## config.mk

```make
export PLATFORM = sky130hd
export DESIGN_NAME = ca_chip_sequencer
export DESIGN_NICKNAME = d
export VERILOG_FILES = /design/src/rtl/ca_chip_sequencer.sv
export SDC_FILE = /design/constraint.sdc
export NUM_CORES = 1
export LEC_CHECK = 0
export BUFFER_PORTS_ARGS = -buffer_cell sky130_fd_sc_hd__buf_2
export CORE_ASPECT_RATIO = 1.5
export CORE_MARGIN = 8
export CORE_UTILIZATION = 42
export CTS_CLUSTER_SIZE = 14
export DETAILED_ROUTE_END_ITERATION = 7
export GPL_TIMING_DRIVEN = 0
export PLACE_DENSITY_LB_ADDON = 0.15
export RECOVER_POWER = 100
export SLEW_MARGIN = 20
export SYNTH_ARGS = -nofsm -noshare
export SYNTH_HDL_FRONTEND = slang
export SYNTH_SLANG_ARGS = --single-unit
```

## constraint.sdc

```tcl
create_clock -name clk -period 3.7 [get_ports clk]
set_input_delay 0.37 -clock clk [delete_from_list [all_inputs] [get_ports clk]]
set_output_delay 0.37 -clock clk [all_outputs]
set_load 0.03 [all_outputs]
```

## src/rtl/ca_chip_sequencer.sv

```systemverilog
// C/A chip sequencer: paces the C/A code generator at a programmable chip
// rate, samples its chip output once per chip, counts chips/epochs, pulls one
// navigation bit per bit period and emits the spread chip with a strobe.
module ca_chip_sequencer #(
   parameter int unsigned EPOCHS_PER_BIT  = 20,
   parameter int unsigned CHIPS_PER_EPOCH = 1023,
   parameter int unsigned DIV_W           = 16
) (
   input  logic             clk,
   input  logic             rst,
   input  logic             start,
   input  logic             stop,
   input  logic [DIV_W-1:0] clks_per_chip,
   input  logic             chip_in,
   output logic             code_enb,
   output logic             code_rst,
   input  logic             nav_valid,
   input  logic             nav_bit,
   output logic             nav_ready,
   output logic             spread_out,
   output logic             spread_valid,
   output logic [9:0]       chip_idx,
   output logic             epoch,
   output logic             bit_epoch,
   output logic             underrun,
   output logic             busy
);

   typedef enum logic [1:0] {
      S_IDLE,
      S_ALIGN,
      S_RUN
   } state_t;

   localparam logic [DIV_W-1:0] MIN_CPC = DIV_W'(3);
   localparam logic [9:0]       LAST_CHIP  = 10'(CHIPS_PER_EPOCH - 1);
   localparam logic [5:0]       LAST_EPOCH = 6'(EPOCHS_PER_BIT - 1);

   state_t           state_q;
   logic [1:0]       align_q;
   logic [DIV_W-1:0] cpc_q;
   logic [DIV_W-1:0] div_q;
   logic [9:0]       chip_cnt_q;
   logic [5:0]       epoch_cnt_q;
   logic             cur_bit_q;
   logic             code_enb_q;
   logic             code_rst_q;
   logic             nav_ready_q;
   logic             spread_out_q;
   logic             spread_valid_q;
   logic [9:0]       chip_idx_q;
   logic             epoch_q;
   logic             bit_epoch_q;
   logic             underrun_q;

   logic [DIV_W-1:0] cpc_d;
   logic [DIV_W-1:0] div_d;
   logic [9:0]       chip_cnt_d;
   logic [5:0]       epoch_cnt_d;
   logic             chip_cycle;
   logic             last_chip;
   logic             last_epoch;

   // Next-value helpers: clamped chip period, divider/counter wrap logic.
   always_comb begin
      cpc_d       = (clks_per_chip < MIN_CPC) ? MIN_CPC : clks_per_chip;
      div_d       = (div_q == cpc_q - DIV_W'(1)) ? '0 : div_q + DIV_W'(1);
      chip_cycle  = (state_q == S_RUN) && (div_q == '0);
      last_chip   = (chip_cnt_q == LAST_CHIP);
      last_epoch  = (epoch_cnt_q == LAST_EPOCH);
      chip_cnt_d  = last_chip ? '0 : chip_cnt_q + 10'd1;
      epoch_cnt_d = last_epoch ? '0 : epoch_cnt_q + 6'd1;
   end

   // Sequencer FSM with all outputs registered.
   // stop/start overrides sit after the case so a chip sampled in the same
   // cycle as a restart still emits its spread_valid, while stop wins over all.
   always_ff @(posedge clk) begin
      if (rst) begin
         state_q        <= S_IDLE;
         align_q        <= '0;
         cpc_q          <= MIN_CPC;
         div_q          <= '0;
         chip_cnt_q     <= '0;
         epoch_cnt_q    <= '0;
         cur_bit_q      <= 1'b0;
         code_enb_q     <= 1'b0;
         code_rst_q     <= 1'b0;
         nav_ready_q    <= 1'b0;
         spread_out_q   <= 1'b0;
         spread_valid_q <= 1'b0;
         chip_idx_q     <= '0;
         epoch_q        <= 1'b0;
         bit_epoch_q    <= 1'b0;
         underrun_q     <= 1'b0;
      end else begin
         code_enb_q     <= 1'b0;
         code_rst_q     <= 1'b0;
         nav_ready_q    <= 1'b0;
         spread_valid_q <= 1'b0;
         epoch_q        <= 1'b0;
         bit_epoch_q    <= 1'b0;

         if (nav_ready_q) begin
            if (nav_valid) begin
               cur_bit_q <= nav_bit;
            end else begin
               cur_bit_q  <= 1'b0;
               underrun_q <= 1'b1;
            end
         end

         case (state_q)
            S_IDLE: begin
               if (start && !stop) begin
                  cpc_q      <= cpc_d;
                  underrun_q <= 1'b0;
                  code_rst_q <= 1'b1;
                  align_q    <= '0;
                  state_q    <= S_ALIGN;
               end
            end
            S_ALIGN: begin
               if (align_q == 2'd2) begin
                  state_q     <= S_RUN;
                  div_q       <= '0;
                  chip_cnt_q  <= '0;
                  epoch_cnt_q <= '0;
                  code_enb_q  <= 1'b1;
               end else begin
                  align_q <= align_q + 2'd1;
                  if (align_q == 2'd1) begin
                     nav_ready_q <= 1'b1;
                  end
               end
            end
            S_RUN: begin
               div_q      <= div_d;
               code_enb_q <= (div_d == '0);
               if (chip_cycle) begin
                  spread_out_q   <= chip_in ^ cur_bit_q;
                  spread_valid_q <= 1'b1;
                  chip_idx_q     <= chip_cnt_q;
                  chip_cnt_q     <= chip_cnt_d;
                  epoch_q        <= last_chip;
                  if (last_chip) begin
                     epoch_cnt_q <= epoch_cnt_d;
                     if (last_epoch) begin
                        bit_epoch_q <= 1'b1;
                        nav_ready_q <= 1'b1;
                     end
                  end
               end
            end
            default: state_q <= S_IDLE;
         endcase

         if (stop && state_q != S_IDLE) begin
            state_q        <= S_IDLE;
            code_enb_q     <= 1'b0;
            code_rst_q     <= 1'b0;
            nav_ready_q    <= 1'b0;
            spread_valid_q <= 1'b0;
            epoch_q        <= 1'b0;
            bit_epoch_q    <= 1'b0;
         end else if (start && state_q != S_IDLE) begin
            cpc_q       <= cpc_d;
            underrun_q  <= 1'b0;
            code_rst_q  <= 1'b1;
            code_enb_q  <= 1'b0;
            nav_ready_q <= 1'b0;
            align_q     <= '0;
            state_q     <= S_ALIGN;
         end
      end
   end

   assign code_enb     = code_enb_q;
   assign code_rst     = code_rst_q;
   assign nav_ready    = nav_ready_q;
   assign spread_out   = spread_out_q;
   assign spread_valid = spread_valid_q;
   assign chip_idx     = chip_idx_q;
   assign epoch        = epoch_q;
   assign bit_epoch    = bit_epoch_q;
   assign underrun     = underrun_q;
   assign busy         = (state_q != S_IDLE);

endmodule

```

==> impl_results.md, run 1 <==
- Status: completed
- Seq cells post-synth: 71
- GPL Wtd Cong: 0.859
- Main combinational cell family by area after synthesis: simple AND/OR/NAND/NOR gates
- Reg power frac: 40.9%
- Final setup margin: 538 ps
- WP data arrival: 3370 ps
- Area of the multi-input gates: 2280 um2
- Compound-Gate Fraction of Synth Area: between 10% and 20%
- Share of layout cells above drive strength 1: ~8.7%
- Post-Synthesis Cells: 473
- Port bufs: 41
- Slew HR: 53.1%
- Critical Path Source Type: register
- Post-synthesis mux area share: under 10%
- Hold buffers post-CTS: 0
- Layout fillers: between 900 and 1000
- Final nets: 560
- Syn Std Cell Area: 3890 um2
- Fin crit share: a little under nine tenths
- Die area: 12700 um2
- Critical Path Sink Type: register
- # setup viols final: 0
- Number of global-route vias before repair: 3487
- Max Cap Violations: 0
- Overall power: 1.94 mW
- Drt via density: ~5.5
- Unique masters post-synth: 56
- Core ar.: 9150 um2
- Min-delay worst type: input pin to register
- Final instance count without filler cells: about 640
- Synthesized-area fraction occupied by adder cells: 3.86%
- WL final: 10.3 mm
- Combinational fraction of design power: 7.2%
- P per Cell Area: 426 nW/um2
- Clock Pin Slew Worst Setup and Hold Paths: about 60 ps
- Number of synthesized flops with an enable pin: 0
- Design area: around 4600 um2
- Initial DRC count: 119
- CP max FO: 10
- Ys Warns: 0
- First-pass GRT wire length: between 15 and 20 mm
- Post-synth top area cell: dfxtp_1
- Placed cell count: 626
- Sw power: between 400 and 500 uW
- Switching Fraction: 22.3%
- Tmin final: 3160 ps
- Vias: 3552
- Pre-CTS setup slack: 761 ps
- Synth Area in Simple Gates: 27.3%
- Clock Sinks: 71
- Required @ worst endpoint: 3910 ps
- Initial core utilization: 42.6%
- Post-CTS setup buffers: 0
- Final Util: 49.8%
- RSZ-0062 raised after global routing: false
- Leakage power: 1.69 nW
- Final hold violation count: 0
- Area share of the largest cell type after synthesis: 36.5%
- WS Path Type: register to register
- Die height: 134 um
- Skew final: 8.51 ps
- Inserted Clock Buffers: 9
- # diodes: 0
- Worst Hold Slack: around 260 ps
- DRC: 0
- Worst-skew pair later-pin latency: 340 ps
- WL per Instance: 16.0 um
- Fin. max-slew vios: 0
- Chip Width: 94.6 um
- Root buffer cell: clkbuf_16
- Initial DRT Pass Iterations: 4
- Peak VDD IR: 0.312 mV
- Seq/Total Area, Yosys: 36.5%
- Synth area leaders: dfxtp_1 (37%), nand2_1 (5.1%), xnor2_1 (4.7%)
- Hpwl dp: roughly 7.7 mm
- Area Overhead vs Synth: 17.0%
- IO Pins: 42
- Peak Freq: approximately 320 MHz
- GRT Overall Usage: 16.8%
- Post-CTS sizing: 0
- Mapped Nets: 508
- Post-route ant nets: 0
- Slew @ Worst Pin: between 700 and 800 ps
- CTS tree: yes
- Site row count: 43
- H-tree depth: 3
- Top FF cell, synth: dfxtp_1
- Ys async rst share: 0%
- Antenna violations before repair: 0
- Internal power: 1.51 mW
- Clk buf depth: 2
- Syn Area/Cell: between 8 and 9 um2
- Fraction of power consumed by the clock network: 51.8%
- Largest net degree at the start of global routing: 13
- XOR/XNOR Fraction of Synth Area: under 10%
- DP Area: 4240 um2
- Register Area: 1420 um2
- Setup tns final: 0 ps
- Grt total ovfl: 0
[layout by cell type, fill, tap and decap left out, drive strengths merged, types with 3 or more instances in the layout]
cell type  count
a2111oi        3
a211oi         3
a21oi         29
a22o          11
a22oi          5
a31oi         12
a32oi          3
and2          11
and3          11
buf           24
bufinv         3
clkbuf        55
dfxtp         71
ha            12
inv           19
mux2i          5
nand2         53
nand2b         7
nand3         20
nand3b         7
nand4         14
nor2          32
nor2b          4
nor3          10
nor4           7
o21a           3
o21ai         15
or3           10
or4            5
xnor2         21
xor2          15
[layout make-up]
type | instances | area share [%]
plain buffers | 28 | 2.58
clock buffers | 10 | 5.25
clock inverters | 5 | 2.34
inverters | 19 | 1.57
multi-input cells | 355 | 50.1
flip-flops and latches | 71 | 31.2
well taps | 112 | 3.08
repair buffers | 41 | 3.93
[logic make-up after synthesis]
family                     count (synthesis)
AOI/OAI and AO/OA                        100
xor gates and xnor gates                  37
buffers and inverters                     47
adders and majority gates                 12
muxes                                      6
and+or+nand+nor                          200
DFF                                       71
[power groups by stage]
stage | sequential (mW) | clock [mW] | combinational (mW)
after CTS | 0.794 | 1.03 | 0.141
after global routing | 0.796 | 1.05 | 0.155
after detailed placement | 0.811 | 0 | 0.140
final | 0.794 | 1.00 | 0.140
after global placement | 0.810 | 0 | 0.138
after floorplan | 0.807 | 0 | 0.0952
[synthesized netlist by cell type (11+ instances only)]
cell      instances
nand4_1          14
dfxtp_1          71
nand3_1          20
nor2_1           32
a21oi_1          29
xor2_1           15
nand2_1          53
and3_1           11
clkbuf_1         20
and2_1           11
xnor2_1          21
inv_1            19
a31oi_1          12
o21ai_0          15
ha_1             12
a22o_1           11
[metal layers]
layer	GRT usage [%]	vias up	routed length (um)
met5	0	-	0
met4	8.02	0	301
met3	3.52	19	333
met2	29.3	70	5280
met1	18.5	1661	4350
li1	-	1802	-
[registers in the layout (all words and copies together), names as in the netlist, 2 cells and up]
name and flops:
state_q 2, align_q 2, cpc_q 16, chip_idx 10, epoch_cnt_q 6, chip_cnt_q 10
div_q 16
[path summary, 6_finish.rpt]
check	slack (ps)	end	start	cells after the start
worst max-delay path	540	div_q[1]	cpc_q[3]	9
worst min-delay path	260	cpc_q[11]	clks_per_chip[11]	2
worst max register to register	540	div_q[1]	cpc_q[3]	9
worst min register to register	450	chip_idx[8]	chip_idx[8]	2
[critical path: stages (launching register included)]
cell and delay [ps]:
dfxtp_1 300, buf_4 160, nor4_4 500, a22oi_1 160, or3b_1 380, a2111oi_0 570, o2111ai_1 290, clkbuf_1 310
a32oi_1 300, nor2_1 60
Power figures use the tool's default switching activity.
==> run 2, diff against run 1 <==
--- a/config.mk
+++ b/config.mk
@@ -5,7 +5,7 @@
 export SDC_FILE = /design/constraint.sdc
 export NUM_CORES = 1
 export LEC_CHECK = 0
-export BUFFER_PORTS_ARGS = -buffer_cell sky130_fd_sc_hd__buf_2
+export BUFFER_PORTS_ARGS = -buffer_cell sky130_fd_sc_hd__clkbuf_2
 export CORE_ASPECT_RATIO = 1.5
 export CORE_MARGIN = 8
 export CORE_UTILIZATION = 42
==> impl_results.md, run 2 (synthesis results as in run 1) <==
- Reg2Reg Launch Point: cpc_q[0]
- IO Pins: 42 (unchanged)
- Commonest cells after routing, fill and taps aside: dfxtp_1 (71), nand2_1 (53), clkbuf_1 (47), nor2_1 (32), a21oi_1 (29)
- Vias: 3645 (+2.6%)
- H-tree depth: 3 (unchanged)
- Combinational fraction of design power: 7.3% (about the same)
- Worst-skew pair later-pin latency: 340 ps (about the same)
- First-pass GRT wire length: 16.9 mm (+0.98%)
- Largest regs: cpc_q x16, div_q x16
- Worst R2R Path Depth: 10 (+1)
- Required @ worst endpoint: 3910 ps (about the same)
- RSZ-0062 raised after global routing: false
- Final hold violation count: 0 (unchanged)
- Sw power: 441 uW (+2.0%)
- WL final: 10.5 mm (+1.8%)
- Hpwl dp: 7.87 mm (+1.7%)
- Layout fillers: 921 (unchanged)
- Hold buffers post-CTS: 0 (unchanged)
- Die height: 134 um (unchanged)
- Clock Sinks: 71 (unchanged)
- Setup tns final: 0 ps (unchanged)
- Site row count: 43 (unchanged)
- WL per Instance: 16.3 um (+1.7%)
- Clock Pin Slew Worst Setup and Hold Paths: 60 ps (about the same)
- # diodes: 0 (unchanged)
- Final nets: 560 (unchanged)
- WS Path Type: register to register
- Internal power: 1.49 mW (-0.91%)
- Slew @ Worst Pin: 713 ps (+11.6 ps)
- Switching Fraction: 22.8% (+0.50 points)
- Initial DRT Pass Iterations: 4 (unchanged)
- Max Cap Violations: 0 (unchanged)
- GRT Overall Usage: 16.9% (+0.15 points)
- Max incr delay on CP: 500 ps (-70 ps)
- Chip Width: 94.6 um (unchanged)
- Peak Freq: 326 MHz (+3.1%)
- Min-delay worst type: input pin to register
- Fraction of power consumed by the clock network: 51.6% (-0.2 points)
- Drt via density: 5.68 (+2.5%)
- Post-CTS sizing: 0 (unchanged)
- GPL Wtd Cong: 0.861 (+0.33%)
- Initial DRC count: 150 (+26%)
- Port bufs: 41 (unchanged)
- Antenna violations before repair: 0 (unchanged)
- Critical Path Sink Type: register
- DRC: 0 (unchanged)
- Post-route ant nets: 0 (unchanged)
- Initial core utilization: 42.6% (unchanged)
- Register Area: 1420 um2 (unchanged)
- Largest net degree at the start of global routing: 13 (unchanged)
- Critical Path Source Type: register
- Share of layout cells above drive strength 1: 8.49% (-0.21 points)
- CP max FO: 10 (unchanged)
- Reg2Reg Capture Point: div_q[1]
- WP data arrival: 3280 ps (-90 ps)
- Die area: 12700 um2 (unchanged)
- Crit path cell chain: inv_1 -> ha_1 -> or3b_2 -> o21a_1 -> or3_1 -> a221oi_2 -> o2111ai_1 -> clkbuf_1 -> a32oi_1 -> nor2_1
- P per Cell Area: 425 nW/um2 (-0.14%)
- Final Util: 49.7% (-0.068 points)
- Tmin final: 3070 ps (-95.0 ps)
- Core ar.: 9150 um2 (unchanged)
- Fin. max-slew vios: 0 (unchanged)
- Root buffer cell: clkbuf_16
- Area Overhead vs Synth: 16.8%
- Number of global-route vias before repair: 3501 (+0.40%)
- # setup viols final: 0 (unchanged)
- Peak VDD IR: 0.310 mV (-0.87%)
- Grt total ovfl: 0 (unchanged)
- Clk buf depth: 2 (unchanged)
- Leakage power: 1.69 nW (about the same)
- Commonest non-fill, non-tap cell in the layout: dfxtp_1
- Hold Path Stages: 2 (unchanged)
- Reg power frac: 41.0% (about the same)
- Status: completed
- Critical path's slowest cell: or3b_2
- Post-CTS setup buffers: 0 (unchanged)
- Worst Hold Launch: clks_per_chip[5]
- CTS tree: yes
- R2r setup slk: 630 ps (+100 ps)
- Area of the multi-input gates: 2280 um2 (unchanged)
- Slew HR: 52.3% (-0.77 points)
- Hold Path End: cpc_q[5]
- Skew final: 7.00 ps (-1.51 ps)
- Fin crit share: 82.9% (-2.6 points)
- Inserted Clock Buffers: 9 (unchanged)
-- run 2: worst max path at each step --
| stage | from | to | slack [ps] | cells after the start |
|---|---|---|---|---|
| global placement | cpc_q[3] | div_q[1] | 740 | 9 |
| global route | cpc_q[0] | div_q[1] | 360 | 10 |
| detailed placement | cpc_q[0] | div_q[1] | 760 | 10 |
| floorplan | cpc_q[0] | div_q[4] | 1090 | 10 |
| CTS | cpc_q[0] | div_q[1] | 740 | 10 |
| finish | cpc_q[0] | div_q[1] | 630 | 10 |
-- run 2: area by class of cell --
type | instances | share of cell area (%)
inverter | 19 | 1.57
clock inverter | 5 | 2.34
tap | 112 | 3.08
clock buffer | 11 | 5.12
sequential | 71 | 31.3
timing repair buffer | 41 | 3.93
multi-input combinational | 355 | 50.1
buffer | 28 | 2.59
-- run 2: layer usage --
metal / GRT usage [%] / routed length (um) / vias to the layer above
met5: 0 / 0 / -
met4: 7.15 / 198 / 0
met1: 18.1 / 4230 / 1730
li1: - / - / 1809
met2: 30.4 / 5630 / 91
met3: 3.97 / 394 / 15
-- run 2: per-stage QoR --
stage | worst slack (ps) | std cells | cell area (um2) | total power, mW | hold slack (ps)
after floorplan | 1090 | 473 | 3890 | 0.902 | 448
after global placement | 738 | 626 | 4240 | 0.948 | 441
after detailed placement | 765 | 626 | 4240 | 0.952 | 447
after CTS | 738 | 642 | 4580 | 1.95 | 249
after global routing | 364 | 642 | 4550 | 2.00 | 252
final | 633 | 642 | 4550 | 1.93 | 259
-- run 2: worst max-delay path: cells and delay by family (launching register included) --
family	cells	cell delay, ps
buffers and inverters	2	410
flip-flops	1	360
AO/OA/AOI/OAI	4	970
AND/OR/NAND/NOR	3	930
adder cells (fa/ha/maj)	1	250
-- run 2: power by group through the flow --
| stage | clock network, mW | registers [mW] | logic [mW] |
|---|---|---|---|
| finish | 0.999 | 0.794 | 0.141 |
| global route | 1.05 | 0.796 | 0.156 |
| CTS | 1.01 | 0.794 | 0.142 |
| detailed placement | 0 | 0.811 | 0.141 |
| global placement | 0 | 0.810 | 0.138 |
| floorplan | 0 | 0.807 | 0.0952 |
==> run 3, diff against run 2 <==
==> constraint.sdc (replaced) <==
create_clock -name clk -period 3.16 [get_ports clk]
set_input_delay 0.316 -clock clk [delete_from_list [all_inputs] [get_ports clk]]
set_output_delay 0.316 -clock clk [all_outputs]
set_load 0.03 [all_outputs]
==> impl_results.md, run 3 (synthesis results as in run 1) <==
- Final setup margin: 206 ps (-427 ps)
- WS Path Type: register to register
- Root buffer cell: clkbuf_16
- IO Pins: 42 (unchanged)
- Slew @ Worst Pin: 735 ps (+21.6 ps)
- Fin. max-slew vios: 0 (unchanged)
- Hpwl dp: 7.87 mm (unchanged)
- Die height: 134 um (unchanged)
- Leakage power: 1.69 nW (+0.40%)
- Clk buf depth: 2 (unchanged)
- GRT Overall Usage: 16.9% (unchanged)
- WL per Instance: 16.3 um (+0.38%)
- Placed cell count: 626 (unchanged)
- # diodes: 0 (unchanged)
- WL final: 10.5 mm (+0.38%)
- DRC: 0 (unchanged)
- Reg2Reg Launch Point: cpc_q[0]
- Largest net degree at the start of global routing: 13 (unchanged)
- Required @ worst endpoint: 3370 ps (-540 ps)
- Final instance count without filler cells: 642 (unchanged)
- Hold buffers post-CTS: 0 (unchanged)
- Clock Pin Slew Worst Setup and Hold Paths: 60 ps (about the same)
- Slew HR: 50.8% (-1.4 points)
- Tmin final: 2950 ps (-113 ps)
- Vias: 3635 (-0.27%)
- Final nets: 560 (unchanged)
- P per Cell Area: 497 nW/um2 (+17%)
- Inserted Clock Buffers: 9 (unchanged)
- Pre-CTS setup slack: 225 ps (-540 ps)
- Post-CTS setup buffers: 0 (unchanged)
- Max incr delay on CP: 490 ps (about the same)
- Area Overhead vs Synth: 17.1%
- Area of the multi-input gates: 2280 um2 (+0.22%)
- Final hold violation count: 0 (unchanged)
- Critical Path Source Type: register
- Crit path cell chain: inv_1 -> ha_2 -> or3b_2 -> o21a_1 -> or3_1 -> a221oi_2 -> o2111ai_1 -> clkbuf_2 -> a32oi_1 -> nor2_1
- CP max FO: 10 (unchanged)
- Grt total ovfl: 0 (unchanged)
- Initial core utilization: 42.6% (unchanged)
- Antenna violations before repair: 0 (unchanged)
- # setup viols final: 0 (unchanged)
- Min-delay worst type: input pin to register
- Core ar.: 9150 um2 (unchanged)
- Worst R2R Path Depth: 10 (unchanged)
- First-pass GRT wire length: 16.9 mm (unchanged)
- Fin crit share: 93.5% (+11 points)
- Post-route ant nets: 0 (unchanged)
- Register Area: 1420 um2 (unchanged)
- Crit path launch: cpc_q[0]
- Initial DRC count: 150 (unchanged)
- Commonest non-fill, non-tap cell in the layout: dfxtp_1
- Status: completed
- Peak Freq: 339 MHz (+3.8%)
- Layout fillers: 915 (-0.65%)
- Share of layout cells above drive strength 1: 9.25% (+0.75 points)
- GPL Wtd Cong: 0.861 (unchanged)
- CTS tree: yes
- RSZ-0062 raised after global routing: false
- Port bufs: 41 (unchanged)
- Drt via density: 5.66 (-0.27%)
- Chip Width: 94.6 um (unchanged)
- Skew final: 7.28 ps (+0.281 ps)
- Number of global-route vias before repair: 3501 (unchanged)
- Hold Path Stages: 2 (unchanged)
- Critical path's slowest cell: or3b_2
- H-tree depth: 3 (unchanged)
- Site row count: 43 (unchanged)
- Die area: 12700 um2 (unchanged)
- Clock Sinks: 71 (unchanged)
- Setup tns final: 0 ps (unchanged)
- Commonest cells after routing, fill and taps aside: dfxtp_1 (71), nand2_1 (53), clkbuf_1 (44), nor2_1 (32), a21oi_1 (29)
- Max Cap Violations: 0 (unchanged)
- Peak VDD IR: 0.363 mV (+17%)
- Worst-skew pair later-pin latency: 340 ps (about the same)
- Initial DRT Pass Iterations: 5 (+1)
- WP data arrival: 3160 ps (-120 ps)
- Critical Path Sink Type: register
- Largest regs: cpc_q x16, div_q x16
- Worst Hold Launch: clks_per_chip[5]
run 3: metrics by stage:
step                      hold WS [ps]  instance area [um2]  power (mW)  utilization, %
after floorplan                    442                 3890        1.06               -
after global placement             441                 4240        1.11            46.3
after detailed placement           447                 4240        1.11            46.3
after CTS                          195                 4580        2.28            50.1
after global routing               198                 4560        2.35            49.8
final                              204                 4560        2.27            49.8
run 3: final cells by class:
type	instances	area share (%)
tap	112	3.07
clock buffer	11	5.10
sequential	71	31.2
timing repair buffer	41	3.92
clock inverter	5	2.33
multi-input combinational	355	50.1
inverter	19	1.56
buffer	28	2.72
run 3: per-layer routing:
layer / GRT usage [%] / vias to the layer above / part of all wire [%]
li1: - / 1808 / -
met1: 18.1 / 1717 / 41
met2: 30.4 / 97 / 54
met3: 3.97 / 13 / 3.9
met4: 7.15 / 0 / 1.8
met5: 0 / - / 0
run 3: report_power, final:
group | internal, mW | leakage [nW] | switching [mW]
Combinational | 0.0663 | 0.958 | 0.101
Clock | 0.773 | 0.160 | 0.396
Sequential | 0.910 | 0.574 | 0.0193
run 3: final timing paths:
| check | endpoint | slack, ps |
|---|---|---|
| setup / recovery | div_q[15] | 210 |
| setup reg to reg | div_q[15] | 210 |
| hold reg to reg | chip_idx[7] | 450 |
| hold / removal | cpc_q[5] | 200 |
run 3: worst max-delay path: cells and delay by family, from the launching register on:
family                     cells  cell delay (ps)
DFF                            1              360
AOI/OAI and AO/OA              4              920
buffers and inverters          2              380
and+or+nand+nor                3              920
adders and majority gates      1              230
run 3: timing repair:
item	in CTS	in global routing
endpoints found under the setup margin	0	10
hold endpoints to repair	0	0
gates resized for setup	0	4
